--- src/rtl/serial_add_ctrl_pkg.sv ---
// Shared types for the bit-serial add/subtract controller: state encoding
// and the operand width range check.
package serial_add_ctrl_pkg;

  localparam int unsigned WIDTH_MIN = 2;
  localparam int unsigned WIDTH_MAX = 32;

  typedef enum logic [1:0] {
    IDLE = 2'd0,
    RUN  = 2'd1,
    DONE = 2'd2
  } state_e;

  function automatic bit width_ok(input int unsigned w);
    return (w >= WIDTH_MIN) && (w <= WIDTH_MAX);
  endfunction

endpackage

--- src/rtl/serial_add_ctrl_if.sv ---
// Operand/result bundle between the operand source and the serial adder.
interface serial_add_ctrl_if #(
  parameter int WIDTH = 8
);
  logic             start;
  logic             sub;
  logic             clr;
  logic [WIDTH-1:0] a;
  logic [WIDTH-1:0] b;
  logic             busy;
  logic             done;
  logic [WIDTH-1:0] sum;
  logic             cout;

  modport master (
    output start, sub, clr, a, b,
    input  busy, done, sum, cout
  );

  modport slave (
    input  start, sub, clr, a, b,
    output busy, done, sum, cout
  );
endinterface

--- src/rtl/serial_add_ctrl_fa_slice.sv ---
// Combinational 1-bit full adder from two half-adder stages; carry is the OR
// of the two stage carries.
module serial_fa_slice (
  input  logic x,
  input  logic y,
  input  logic ci,
  output logic s,
  output logic co
);
  logic p1, g1, g2;

  assign p1 = x ^ y;
  assign g1 = x & y;
  assign s  = p1 ^ ci;
  assign g2 = p1 & ci;
  assign co = g1 | g2;
endmodule

--- src/rtl/serial_add_ctrl.sv ---
// Bit-serial add/subtract controller: one shared full-adder slice walks the
// operands LSB-first, one bit per clock, then pulses done for one cycle.
module serial_add_ctrl
  import serial_add_ctrl_pkg::*;
#(
  parameter int WIDTH = 8
) (
  input  logic               clk,
  input  logic               rst_n,
  serial_add_ctrl_if.slave   bus
);

  if (!width_ok(WIDTH)) begin : g_bad_width
    $error("serial_add_ctrl: WIDTH out of range 2..32");
  end

  localparam int CW = $clog2(WIDTH);
  localparam logic [CW-1:0] CNT_LAST = CW'(WIDTH - 1);

  state_e           state_q, state_d;
  logic [WIDTH-1:0] a_sr_q, a_sr_d;
  logic [WIDTH-1:0] b_sr_q, b_sr_d;
  logic [WIDTH-1:0] sum_sr_q, sum_sr_d;
  logic [WIDTH-1:0] sum_q, sum_d;
  logic             carry_q, carry_d;
  logic             cout_q, cout_d;
  logic [CW-1:0]    cnt_q, cnt_d;
  logic             fa_s, fa_co;

  serial_fa_slice u_fa (
    .x  (a_sr_q[0]),
    .y  (b_sr_q[0]),
    .ci (carry_q),
    .s  (fa_s),
    .co (fa_co)
  );

  always_ff @(posedge clk or negedge rst_n) begin
    if (!rst_n) begin
      state_q  <= IDLE;
      a_sr_q   <= '0;
      b_sr_q   <= '0;
      sum_sr_q <= '0;
      sum_q    <= '0;
      carry_q  <= 1'b0;
      cout_q   <= 1'b0;
      cnt_q    <= '0;
    end else begin
      state_q  <= state_d;
      a_sr_q   <= a_sr_d;
      b_sr_q   <= b_sr_d;
      sum_sr_q <= sum_sr_d;
      sum_q    <= sum_d;
      carry_q  <= carry_d;
      cout_q   <= cout_d;
      cnt_q    <= cnt_d;
    end
  end

  always_comb begin
    state_d  = state_q;
    a_sr_d   = a_sr_q;
    b_sr_d   = b_sr_q;
    sum_sr_d = sum_sr_q;
    sum_d    = sum_q;
    carry_d  = carry_q;
    cout_d   = cout_q;
    cnt_d    = cnt_q;
    // clr beats both a new start and RUN completion; result regs untouched
    if (bus.clr) begin
      state_d = IDLE;
    end else begin
      unique case (state_q)
        IDLE: begin
          if (bus.start) begin
            a_sr_d  = bus.a;
            b_sr_d  = bus.sub ? ~bus.b : bus.b;
            carry_d = bus.sub;
            cnt_d   = '0;
            state_d = RUN;
          end
        end
        RUN: begin
          a_sr_d   = a_sr_q >> 1;
          b_sr_d   = b_sr_q >> 1;
          sum_sr_d = {fa_s, sum_sr_q[WIDTH-1:1]};
          carry_d  = fa_co;
          cnt_d    = cnt_q + CW'(1);
          if (cnt_q == CNT_LAST) begin
            sum_d   = {fa_s, sum_sr_q[WIDTH-1:1]};
            cout_d  = fa_co;
            cnt_d   = '0;
            state_d = DONE;
          end
        end
        DONE:    state_d = IDLE;
        default: state_d = IDLE;
      endcase
    end
  end

  assign bus.busy = (state_q != IDLE);
  assign bus.done = (state_q == DONE);
  assign bus.sum  = sum_q;
  assign bus.cout = cout_q;

endmodule
--- src/flat_wrapper.sv ---
// flat-port wrapper written by rule: the top's interface ports become plain ports
module serial_add_ctrl_flat import serial_add_ctrl_pkg::*;
#(
  parameter int WIDTH = 8
)
  (clk, rst_n, bus_start, bus_sub, bus_clr, bus_a, bus_b, bus_busy, bus_done, bus_sum, bus_cout);
  serial_add_ctrl_if #(.WIDTH(WIDTH)) bus_i ();
  input  logic clk;
  input  logic rst_n;
  input wire logic [$bits(bus_i.start)-1:0] bus_start;
  input wire logic [$bits(bus_i.sub)-1:0] bus_sub;
  input wire logic [$bits(bus_i.clr)-1:0] bus_clr;
  input wire logic [$bits(bus_i.a)-1:0] bus_a;
  input wire logic [$bits(bus_i.b)-1:0] bus_b;
  output wire logic [$bits(bus_i.busy)-1:0] bus_busy;
  output wire logic [$bits(bus_i.done)-1:0] bus_done;
  output wire logic [$bits(bus_i.sum)-1:0] bus_sum;
  output wire logic [$bits(bus_i.cout)-1:0] bus_cout;
  assign bus_i.start = bus_start;
  assign bus_i.sub = bus_sub;
  assign bus_i.clr = bus_clr;
  assign bus_i.a = bus_a;
  assign bus_i.b = bus_b;
  assign bus_busy = bus_i.busy;
  assign bus_done = bus_i.done;
  assign bus_sum = bus_i.sum;
  assign bus_cout = bus_i.cout;
  serial_add_ctrl #(.WIDTH(WIDTH)) u_core (.clk(clk), .rst_n(rst_n), .bus(bus_i));
endmodule
--- config.mk ---
export PLATFORM = sky130hd
export DESIGN_NAME = serial_add_ctrl_flat
export DESIGN_NICKNAME = d
export VERILOG_FILES = /design/src/rtl/serial_add_ctrl_pkg.sv /design/src/rtl/serial_add_ctrl_if.sv /design/src/rtl/serial_add_ctrl_fa_slice.sv /design/src/rtl/serial_add_ctrl.sv /design/src/flat_wrapper.sv
export SDC_FILE = /design/constraint.sdc
export NUM_CORES = 1
export LEC_CHECK = 0
export ABC_AREA = 1
export BUFFER_PORTS_ARGS = -buffer_cell sky130_fd_sc_hd__buf_2
export CAP_MARGIN = 40
export CORE_MARGIN = 2
export CORE_UTILIZATION = 38
export CTS_BUF_LIST = sky130_fd_sc_hd__clkbuf_2 sky130_fd_sc_hd__clkbuf_4 sky130_fd_sc_hd__clkbuf_8
export DETAILED_ROUTE_END_ITERATION = 8
export PLACE_DENSITY = 0.61
export SYNTH_ARGS = -nofsm -noshare
export SYNTH_HDL_FRONTEND = slang
export SYNTH_SLANG_ARGS = --single-unit
--- constraint.sdc ---
create_clock -name clk -period 1.6 [get_ports clk]
set_input_delay 0.16 -clock clk [delete_from_list [all_inputs] [get_ports clk]]
set_output_delay 0.16 -clock clk [all_outputs]
set_load 0.01 [all_outputs]
== Yosys cells after proc, flatten, opt, wreduce, memory -nomap -nowiden ==
Cells that the tools add are included.

* Flip-flop bits (word level): 39
* Latch bits: 0
* RAM bits: 0
* Bits in read-only memories: 0
* Input bits: 21
* Output and inout bits: 11
* Word-level logic and storage cells: 43
* Memories kept: 0

* $add $sub $neg: 1
* $mul: 0
* Div/mod/pow operators: 0
* Magnitude comparators: 0
* Equality and inequality tests: 6
* Shift-type cells: 0
* Multiplexer cells: 14
* Bitwise operators: 7
* Reductions and logical operators: 7

{| class="wikitable"
|+ Operators by type and width
! kind !! count
|-
| 8-bit case mux with 2 select lines || 2
|-
| 8-bit two-way mux || 3
|-
| 8-bit inverter || 1
|-
| 2-bit two-way mux || 3
|-
| 3-bit two-way mux || 2
|-
| 3-bit case mux with 2 select lines || 1
|-
| 3-bit AND reduction || 2
|-
| 2-bit case mux with 2 select lines || 1
|-
| 2-bit AND reduction || 2
|-
| 2-bit nonzero test || 2
|-
| 3-bit by 1-bit adder with 3-bit output (second input constant) || 1
|-
| 3-bit == test (second input constant) || 1
|-
| 3-bit by 2-bit inequality test with 1-bit output (second input constant) || 1
|-
| 3-bit inequality test (second input constant) || 1
|-
| 1-bit AND || 2
|-
| 2-bit by 1-bit == test with 1-bit output (second input constant) || 1
|-
| 2-bit == test (second input constant) || 1
|-
| 2-bit zero test || 1
|-
| 2-bit inequality test (second input constant) || 1
|-
| 1-bit case mux with 2 select lines || 1
|-
| 1-bit bitwise XOR || 2
|-
| 1-bit two-way mux || 1
|-
| 1-bit inverter || 1
|-
| 1-bit bitwise OR || 1
|}

== Longest topological paths before layout ==
Gate-level depths: netlist of run 1.

* Depth after elaboration: 4
* Mapped depth: 8

== Modules after synthesis ==
From an unflattened synthesis of run 1, not the netlist that was laid out.

* Cell total of the unflattened synthesis: 241
* Area, all modules: 1900.6 µm²

{| class="wikitable"
|+ By module, submodules not included
! module !! times used !! cells each !! area each (µm²) !! seq. area each (µm²)
|-
| serial_add_ctrl || 1 || 240 || 1880.6 || 950.9
|-
| serial_fa_slice || 1 || 1 || 20.0 || 0.0
|}

== Worst setup path before layout of run 1 ==
OpenSTA, ideal clock, no wires.

* Path type: flip-flop to flip-flop
* Start: reg u_core.cnt_q[0]
* End: reg u_core.sum_q[7], in the netlist u_core.bus.sum[7]
* Arrival: 1.184 ns
* Data required time: 1.526 ns
* Slack: 0.342 ns
* Stages on the path, launching flop included: 7
* Buffers on the path: 1
* Cells stage by stage: dfrtp_1 ha_1 ha_1 nand2_4 buf_6 nand2_1 o21ai_2

* Longest elaborated chain between the ends: 2

{| class="wikitable"
|+ RTL lines
! item !! RTL line !! RTL
|-
| start: declaration || serial_add_ctrl.sv:27 || <nowiki>logic [CW-1:0] cnt_q, cnt_d;</nowiki>
|-
| start signal: assignment || serial_add_ctrl.sv:56 || <nowiki>cnt_q <= cnt_d;</nowiki>
|-
| 3-bit == test || serial_add_ctrl.sv:89 || <nowiki>if (cnt_q == CNT_LAST) begin</nowiki>
|-
| 3-bit AND reduction (no line) || n/a ||
|-
| end signal: assignment || serial_add_ctrl.sv:53 || <nowiki>sum_q <= sum_d;</nowiki>
|-
| end: declaration || serial_add_ctrl.sv:24 || <nowiki>logic [WIDTH-1:0] sum_q, sum_d;</nowiki>
|}

No other way between the ends.
A chain may end at the register's enable or synchronous reset.

== Final worst setup path of run 1 ==
* Start: reg u_core.cnt_q[0]
* End: reg u_core.sum_q[0], in the netlist u_core.bus.sum[0]

Same word-level chain as after synthesis.

==> results of run 1 <==
[worst max-delay path: stages, from the launching register on]
cell and delay, ps:
sky130_fd_sc_hd__dfrtp_1 420, sky130_fd_sc_hd__ha_1 210, sky130_fd_sc_hd__ha_1 240, sky130_fd_sc_hd__nand2_4 240, sky130_fd_sc_hd__inv_1 90, sky130_fd_sc_hd__nand2_1 70, sky130_fd_sc_hd__nand2_1 40
[per-layer routing]
layer	track usage	up-vias
li1	-	784
met3	0.0361	6
met2	0.213	22
met1	0.193	699
met5	0	-
met4	0.0595	0
[cell families after synthesis]
logic type	share of synthesized area
and+or+nand+nor	0.308
DFF	0.500
buffers and inverters	0.0874
AOI/OAI and AO/OA	0.0809
adders and majority gates	0.0237
[per-stage QoR]
step / util / setup slack, ps
after CTS: 0.461 / 178
after floorplan: - / 342
final: 0.461 / 185
after global routing: 0.461 / 55.2
after global placement: 0.441 / 223
after detailed placement: 0.441 / 195
[state kept, by name, indices dropped and copies added, names as in the netlist]
signal           flops
u_core.bus.sum       8
u_core.a_sr_q        8
u_core.cnt_q         3
u_core.b_sr_q        8
u_core.carry_q       1
u_core.sum_sr_q      7
u_core.state_q       2
u_core.bus.cout      1
[Yosys cell counts]
cell type,n,area share
sky130_fd_sc_hd__nor2_8,1,0.011
sky130_fd_sc_hd__clkbuf_1,1,0.0020
sky130_fd_sc_hd__dfrtp_1,38,0.50
sky130_fd_sc_hd__o21ai_1,2,0.0053
sky130_fd_sc_hd__buf_6,3,0.018
sky130_fd_sc_hd__o21ai_0,9,0.024
sky130_fd_sc_hd__nor2_1,3,0.0059
sky130_fd_sc_hd__nand4_1,1,0.0033
sky130_fd_sc_hd__fa_1,1,0.011
sky130_fd_sc_hd__inv_1,24,0.047
sky130_fd_sc_hd__nand2_1,124,0.24
sky130_fd_sc_hd__ha_1,2,0.013
sky130_fd_sc_hd__inv_2,1,0.0020
sky130_fd_sc_hd__nor2_2,1,0.0033
sky130_fd_sc_hd__buf_2,1,0.0026
sky130_fd_sc_hd__nand2_4,2,0.012
sky130_fd_sc_hd__nand3_1,9,0.024
sky130_fd_sc_hd__buf_8,1,0.0079
sky130_fd_sc_hd__nor3_2,1,0.0053
sky130_fd_sc_hd__a21oi_4,1,0.0085
sky130_fd_sc_hd__o211ai_2,1,0.0066
sky130_fd_sc_hd__buf_4,2,0.0079
sky130_fd_sc_hd__o21ai_2,8,0.037
[report_power, final]
part | leakage [nW] | internal (mW) | switching, mW | total, mW
registers | 0.497 | 1.14 | 0.101 | 1.24
clock network | 0.0431 | 0.332 | 0.314 | 0.647
logic | 0.737 | 0.179 | 0.307 | 0.486
total | 1.28 | 1.65 | 0.722 | 2.37
[worst max-delay path by stage]
stage,endpoint,cells after the start
floorplan,u_core.bus.sum[7],6
global placement,u_core.bus.sum[0],6
detailed placement,u_core.b_sr_q[6],3
CTS,u_core.b_sr_q[6],3
global route,u_core.bus.cout,6
finish,u_core.bus.sum[0],6
[timing repair]
action / in CTS / in global routing
endpoints found under the hold margin: 17 / 0
resized for setup: 0 / 0
hold buffers: 1 / 0
[layout make-up]
cell class | instances | area (sq um)
fillers | 496 | 2580
flip-flops and latches | 38 | 951
multi-input cells | 166 | 786
repair buffers | 36 | 208
inverters | 25 | 93.8
well taps | 67 | 83.8
clock buffers | 6 | 82.6
==> impl_metrics.csv, run 1 <==
group,metric,value,unit
placement,numPortBuffers,31,
yosys,ys_seq_area_frac,0.500,
power,power.density,1080,nW/um^2
layout,final_common_cell,"sky130_fd_sc_hd__nand2_1",
placement,post_dp_cell_area,2110,sq um
power,vdd_ir_drop_max,0.481,mV
yosys,synth.cell_area,1900,sq um
routing,wl_met1,1830,um
setup_path,reg2reg_slack,190,ps
min_path,hold_end,"u_core.a_sr_q[1]",
setup_path,endpoint_kind_of_the_worst_setup_timing_path,"flip-flop",
floorplanning,floorplan.die_area,5590,sq um
setup_path,ff2ff_path_depth,6,
setup_path,required,1780,ps
global_route,grt_antenna_before_repair,0,
setup_path,timing.critical_path.from,"u_core.cnt_q[0]",
sta,timing.max_slew.rel_slack,0.487,
min_path,min-delay-start,"bus_a[1]",
floorplanning,core-area,4790,sq um
global_route,grt.total_usage,0.141,
clock_network,ctsRootBufferMaster,"sky130_fd_sc_hd__clkbuf_8",
clock_network,clock_tree_from_tritoncts,"yes",
sta,final.setup_skew,5.78,ps
placement,placed_cells,331,
clock_network,post_cts_buffers,0,
min_path,hp-class,"input pin to flip-flop",
layout,layout-drive-gt1-share,0.210,
routing,drt_first_iter_violations,73,
sta,worstMarginPinSlew,767,ps
routing,post_drt_wl_per_cell,10.7,um
sta,hold_ws,165,ps
sta,timing.final.setup_violations,0,
yosys,synth.ff_latch_count,38,
sta,clock.fmax,0.707,GHz
placement,hpwlAfterDp,2510,um
clock_network,cts_inserted_buffers,5,
setup_path,worst_setup_path_type,"flip-flop to flip-flop",
yosys,post_synth_inst_count,237,
sta,final_period_minus_worst_setup_slack,1410,ps
global_route,grt-ovfl-total,0,
routing,drt-vias-per-instance,4.47,
floorplanning,height_of_the_die,74.8,um
routing,wl,3610,um
clock_network,worstSkewPairLatency,290,ps
sta,rsz_0062_raised_after_global_routing,"false",
routing,detailedRoute.firstPassIterationCount,4,
power,leakagePower,1.28,nW
sta,slew_violations,0,
floorplanning,placement_rows,25,
layout,areaGrowthSynthToFinish,15.8,%
yosys,postSynthNetCount,261,
yosys,post_synth_num_cell_types,23,
layout,final_design_area_no_fill,2200,sq um
routing,routed-wl-met3,117,um
sta,hold_viol,0,
clock_network,cts.sink_count,38,
sta,post-route-period-util,0.884,
setup_path,worst_r2r_endpoint,"u_core.bus.sum[0]",
setup_path,worst_ep_arrival_time,1600,ps
placement,globalplace.congestion,0.780,
clock_network,clk_path_buf_depth,2,
routing,dr_drc_count,0,
global_route,grt_pass1_wl,5930,um
setup_path,r2r-start,"u_core.cnt_q[0]",
run_status,outcome,"finished, final reports clean",
layout,fin_cells,338,
global_route,first_global_vias,1304,
clock_network,worst_setup_hold_path_clk_slew,70,ps
floorplanning,floorplan.initialDensity,0.398,
power,p_total,2.37,mW
routing,routed-via-count,1511,
floorplanning,die-width,74.8,um
layout,final_cell_mix,"sky130_fd_sc_hd__nand2_1 (124), sky130_fd_sc_hd__dfrtp_1 (38), sky130_fd_sc_hd__buf_2 (31)",
routing,ant_nets,0,
routing,wl_met2,1600,um
yosys,postSynthAreaPerCell,8.03,sq um
layout,nNetsFinal,296,
setup_path,timing.critical_path.fanout_max,18,
min_path,worstHoldPathCells,5,
routing,maxUsedRoutingLayer,"met4",
layout,n_antenna_cell,0,
sta,setup_tns,0,ps
global_route,grt_max_degree,22,
floorplanning,floorplan.io_pins,32,
flow_run,maxCapViolCount,0,
clock_network,cts.htree.levels,2,
yosys,yosysWarningCount,0,
setup_path,critPathLaunchType,"flip-flop",
Note: power is estimated with default switching activity, not from simulation.
==> run 2: changes to the inputs <==
- RECOVER_POWER: default -> 100
==> run 2 against run 1 <==
Net effect: clock skew decreased by 1.1 ps; largest power group unchanged; sequential power about the same; design area decreased by 2.2%; die area unchanged; critical endpoint is now u_core.a_sr_q[6]; worst setup slack got worse by 40 ps; final cell count unchanged; sequential share of layout area increased by 0.98 points; global-route usage unchanged; register-to-register slack got worse by 40 ps; count of clock-buffer cells in the layout unchanged; wire length increased by 0.42%; first-iteration DRC count increased by 4.1%.
==> impl_metrics.csv, run 2 (synthesized netlist as in run 1, its figures left out) <==
group,metric,value,unit
global_route,grt_antenna_before_repair,0,
global_route,grt_max_degree,22,
setup_path,r2r-start,"u_core.state_q[0]",
sta,worstMarginPinSlew,1030,ps
clock_network,cts.sink_count,38,
sta,hold_viol,0,
layout,final_common_cell,"sky130_fd_sc_hd__nand2_1",
sta,setup_tns,0,ps
power,vdd_ir_drop_max,0.470,mV
clock_network,post_cts_buffers,0,
layout,n_antenna_cell,0,
setup_path,critical-path-slowest-cell,"sky130_fd_sc_hd__dfrtp_1",
sta,post-route-period-util,0.909,
power,switching_fraction,0.296,
routing,ant_nets,0,
placement,numPortBuffers,31,
global_route,grt.total_usage,0.141,
sta,clock.fmax,0.688,GHz
layout,layout-drive-gt1-share,0.137,
power,power.clock.fraction,0.274,
layout,number_of_inserted_filler_cells_in_the_final_layout,508,
routing,dr_drc_count,0,
setup_path,required,1770,ps
global_route,grt-ovfl-total,0,
sta,rsz_0062_raised_after_global_routing,"false",
power,leakagePower,1.22,nW
setup_path,critPathLaunchType,"flip-flop",
layout,multi_input_comb_area,753,sq um
setup_path,cpPeakStageDelay,440,ps
clock_network,clk_path_buf_depth,2,
routing,post_drt_wl_per_cell,10.7,um
setup_path,reg2reg_slack,150,ps
setup_path,worst_setup_path_type,"flip-flop to flip-flop",
routing,routed-via-count,1527,
clock_network,ctsRootBufferMaster,"sky130_fd_sc_hd__clkbuf_8",
routing,wl,3630,um
min_path,worstHoldPathCells,5,
min_path,hold_end,"u_core.a_sr_q[1]",
layout,area.sequential,951,sq um
min_path,min-delay-start,"bus_a[1]",
power,power.density,1090,nW/um^2
floorplanning,core-area,4790,sq um
setup_path,ff2ff_path_depth,5,
sta,timing.final.setup_violations,0,
setup_path,worst_r2r_endpoint,"u_core.a_sr_q[6]",
routing,drt-vias-per-instance,4.52,
floorplanning,placement_rows,25,
floorplanning,die-width,74.8,um
floorplanning,floorplan.io_pins,32,
layout,areaGrowthSynthToFinish,13.3,%
run_status,outcome,"finished, final reports clean",
flow_run,maxCapViolCount,0,
clock_network,cts.htree.levels,2,
placement,globalplace.congestion,0.780,
clock_network,cts_inserted_buffers,5,
floorplanning,floorplan.die_area,5590,sq um
floorplanning,floorplan.initialDensity,0.398,
sta,final_period_minus_worst_setup_slack,1450,ps
floorplanning,height_of_the_die,74.8,um
power,power_frac_seq,0.530,
layout,nNetsFinal,296,
sta,hold_ws,166,ps
min_path,hp-class,"input pin to flip-flop",
setup_path,worst_ep_arrival_time,1630,ps
power,share_comb_of_total_power,0.196,
clock_network,worst_setup_hold_path_clk_slew,70,ps
setup_path,crit_path_cell_trace,"nor2_1 > a21oi_4 > clkbuf_2 > nand2_1 > nand2_1",
global_route,grt_pass1_wl,5930,um
clock_network,clock_tree_from_tritoncts,"yes",
setup_path,timing.critical_path.fanout_max,18,
routing,detailedRoute.firstPassIterationCount,4,
setup_path,critPathMostFrequentCell,"sky130_fd_sc_hd__nand2_1",
clock_network,worstSkewPairLatency,280,ps
routing,drt_first_iter_violations,76,
sta,slew_violations,0,
power,p_switching,0.694,mW
sta,timing.max_slew.rel_slack,0.312,
sta,final.setup_skew,4.66,ps
global_route,first_global_vias,1304,
placement,hpwlAfterDp,2510,um
power,intPower,1.65,mW
setup_path,endpoint_kind_of_the_worst_setup_timing_path,"flip-flop",
layout,final_cell_mix,"sky130_fd_sc_hd__nand2_1 (124), sky130_fd_sc_hd__dfrtp_1 (38), sky130_fd_sc_hd__inv_1 (24)",
-- run 2: cell count changes in the layout (fill, tap and decap cells not counted), sizes merged --
cell    change
clkbuf     +12
buf        -12
-- run 2: cell type report --
class	count	share of cell area
clock buffers	6	0.0383
repair buffers	36	0.0888
inverters	25	0.0435
flip-flops and latches	38	0.441
multi-input cells	166	0.349
well taps	67	0.0389
-- run 2: per-stage QoR --
stage | std cells | util | worst slack, ps | total power [mW] | cell area (sq um)
5_1_grt | 338 | 0.450 | 48.1 | 2.50 | 2160
2_1_floorplan | 237 | - | 342 | 1.60 | 1900
3_3_place_gp | 331 | 0.441 | 223 | 1.74 | 2110
6_report | 338 | 0.450 | 146 | 2.34 | 2160
3_5_place_dp | 331 | 0.441 | 195 | 1.74 | 2110
4_1_cts | 338 | 0.461 | 178 | 2.40 | 2200
-- run 2: critical path: cells and delay by family (launching register included) --
family                 cells  cell delay (ps)
AND/OR/NAND/NOR            3              540
buffers and inverters      1              280
flip-flops                 1              440
AO/OA/AOI/OAI              1               80
-- run 2: repair_timing --
action / in CTS / in global routing
hold endpoints to repair: 17 / 0
gates resized for setup: 0 / 0
hold buffers: 1 / 0
-- run 2: power groups by stage --
stage	sequential, mW	clock (mW)	combinational [mW]
2_1_floorplan	1.23	0	0.368
3_3_place_gp	1.25	0	0.485
3_5_place_dp	1.25	0	0.490
4_1_cts	1.24	0.663	0.494
5_1_grt	1.26	0.699	0.545
6_report	1.24	0.642	0.459
-- run 2: routing by layer --
| layer | track usage | wire length [um] | vias up |
|---|---|---|---|
| met5 | 0 | 0 | - |
| met4 | 0.0595 | 62 | 0 |
| met3 | 0.0361 | 124 | 6 |
| met2 | 0.213 | 1630 | 24 |
| met1 | 0.193 | 1810 | 711 |
| li1 | - | - | 786 |
-- run 2: worst max-delay path by stage --
| stage | startpoint | to | slack [ps] | cells after the start |
|---|---|---|---|---|
| floorplan | u_core.cnt_q[0] | u_core.bus.sum[7] | 340 | 6 |
| global placement | u_core.cnt_q[0] | u_core.bus.sum[0] | 220 | 6 |
| detailed placement | u_core.state_q[0] | u_core.b_sr_q[6] | 190 | 3 |
| CTS | u_core.state_q[0] | u_core.b_sr_q[6] | 180 | 3 |
| global route | u_core.state_q[0] | u_core.a_sr_q[7] | 50 | 4 |
| finish | u_core.state_q[0] | u_core.a_sr_q[6] | 150 | 5 |
==> run 3: changes to the inputs <==
- PLACE_DENSITY: 0.61 -> default
==> run 3 against run 2 <==
Net effect: design area increased by 1.3%; critical path type unchanged; core utilization is 0.58 points higher; flip-flop and latch count unchanged.
==> impl_metrics.csv, run 3 (synthesized netlist as in run 1, its figures left out) <==
group,metric,value,unit
run_status,outcome,"finished, final reports clean",
setup_path,cpPeakStageDelay,390,ps
layout,n_antenna_cell,0,
clock_network,ctsRootBufferMaster,"sky130_fd_sc_hd__clkbuf_8",
sta,rsz_0062_raised_after_global_routing,"false",
setup_path,worst_setup_path_type,"flip-flop to flip-flop",
setup_path,crit_path_cell_trace,"inv_1 > nand2_4 > clkbuf_2 > o21ai_1 > nand2_1 > nand2_1",
clock_network,cts.htree.levels,2,
placement,numPortBuffers,31,
layout,nNetsFinal,298,
setup_path,timing.critical_path.fanout_max,14,
global_route,first_global_vias,1307,
setup_path,worst_ep_arrival_time,1590,ps
clock_network,cts_inserted_buffers,5,
layout,final_common_cell,"sky130_fd_sc_hd__nand2_1",
routing,wl,3570,um
sta,final.setup_skew,10.8,ps
sta,timing.max_slew.rel_slack,0.301,
min_path,hp-class,"input pin to flip-flop",
sta,post-route-period-util,0.856,
floorplanning,floorplan.initialDensity,0.398,
sta,final_worst_setup_slack,231,ps
power,p_total,2.38,mW
clock_network,worstSkewPairLatency,290,ps
routing,drt-vias-per-instance,4.35,
floorplanning,core-area,4790,sq um
routing,routed-via-count,1488,
sta,final_period_minus_worst_setup_slack,1370,ps
power,intPower,1.66,mW
global_route,groute.layer.met3.usage,0.0361,
power,switching_fraction,0.300,
floorplanning,die-width,74.8,um
setup_path,required,1820,ps
power,power.clock.fraction,0.285,
sta,worstMarginPinSlew,1050,ps
floorplanning,floorplan.io_pins,32,
sta,slew_violations,0,
power,vdd_ir_drop_max,0.429,mV
layout,layout-drive-gt1-share,0.153,
layout,final_design_area_no_fill,2180,sq um
global_route,grt_most_used_layer,"met2",
global_route,grt.total_usage,0.140,
floorplanning,placement_rows,25,
flow_run,maxCapViolCount,0,
global_route,grt-ovfl-total,0,
routing,post_drt_wl_per_cell,10.4,um
global_route,grt_pass1_wl,5800,um
clock_network,clk_path_buf_depth,2,
routing,drt_first_iter_violations,56,
power,power_frac_seq,0.518,
setup_path,critical-path-slowest-cell,"sky130_fd_sc_hd__dfrtp_1",
global_route,globalRouteMet2Util,0.213,
clock_network,clock_tree_from_tritoncts,"yes",
layout,areaGrowthSynthToFinish,14.7,%
power,p_switching,0.713,mW
placement,post-place-ws,223,ps
layout,final_cell_mix,"sky130_fd_sc_hd__nand2_1 (124), sky130_fd_sc_hd__dfrtp_1 (38), sky130_fd_sc_hd__inv_1 (24)",
routing,dr_drc_count,0,
clock_network,post_cts_resize_count,0,
layout,number_of_inserted_filler_cells_in_the_final_layout,510,
floorplanning,height_of_the_die,74.8,um
clock_network,cts.sink_count,38,
placement,hpwlAfterDp,2560,um
power,power.density,1090,nW/um^2
power,leakagePower,1.23,nW
global_route,grt_use_met1,0.192,
global_route,grt_max_degree,22,
sta,hold_viol,0,
power,share_comb_of_total_power,0.196,
routing,ant_nets,0,
clock_network,worst_setup_hold_path_clk_slew,80,ps
floorplanning,floorplan.die_area,5590,sq um
sta,setup_tns,0,ps
placement,post_dp_cell_area,2130,sq um
global_route,grt_antenna_before_repair,0,
setup_path,critPathLaunchType,"flip-flop",
setup_path,critPathMostFrequentCell,"sky130_fd_sc_hd__nand2_1",
routing,detailedRoute.firstPassIterationCount,4,
setup_path,endpoint_kind_of_the_worst_setup_timing_path,"flip-flop",
placement,globalplace.congestion,0.737,
sta,timing.final.setup_violations,0,
sta,clock.fmax,0.730,GHz
-- run 3: cell types whose count changed in the layout (fill, tap and decap cells not counted) --
cell and delta:
sky130_fd_sc_hd__buf_4 +1, sky130_fd_sc_hd__clkbuf_2 +1, sky130_fd_sc_hd__clkinv_2 +1, sky130_fd_sc_hd__clkinvlp_4 +1
sky130_fd_sc_hd__nor2_1 -1, sky130_fd_sc_hd__nor2_2 +1
-- run 3: routing by layer --
metal / share of wire / vias up
met1: 0.51 / 664
met5: 0 / -
met2: 0.44 / 21
met3: 0.030 / 5
met4: 0.015 / 0
li1: - / 798
-- run 3: timing repair --
item,4_1_cts,5_1_grt
endpoints found under the hold margin,17,0
endpoints found under the setup margin,0,0
setup buffers,0,0
hold buffers,1,0
-- run 3: power by group through the flow --
stage	sequential, mW	combinational [mW]	clock, mW
floorplan	1.23	0.368	0
global placement	1.25	0.505	0
detailed placement	1.25	0.508	0
CTS	1.23	0.512	0.704
global route	1.26	0.558	0.736
finish	1.23	0.467	0.679
-- run 3: worst max-delay path: cells and delay by family (launching register included) --
kind,cells,cell delay (ps)
compound gates,1,220
buf+inv,2,400
flops,1,390
simple gates,3,290
-- run 3: final timing paths --
check	from	end	slack, ps	cells past startpoint
worst max-delay path	u_core.state_q[1]	u_core.a_sr_q[6]	230	6
worst max register to register	u_core.state_q[1]	u_core.a_sr_q[6]	230	6
worst min-delay path	bus_a[7]	u_core.a_sr_q[7]	150	3
min in group asynchronous	rst_n	u_core.bus.sum[3]	570	2
worst min register to register	u_core.sum_sr_q[4]	u_core.sum_sr_q[3]	470	2
max in group asynchronous	rst_n	u_core.a_sr_q[2]	370	3
-- run 3: final cells by class --
type                    count  area (sq um)  area share
flip-flops and latches     38           951       0.436
multi-input cells         166           756       0.346
well taps                  67          83.8      0.0384
clock inverters             2          12.5     0.00573
inverters                  25          93.8      0.0430
clock buffers               6          82.6      0.0378
repair buffers             38           204      0.0934
-- run 3: per-stage QoR --
step | hold WS [ps] | std cells | util
2_1_floorplan | -136 | 237 | -
3_3_place_gp | 120 | 333 | 0.444
3_5_place_dp | 130 | 333 | 0.444
4_1_cts | 152 | 342 | 0.466
5_1_grt | 182 | 342 | 0.456
6_report | 149 | 342 | 0.456
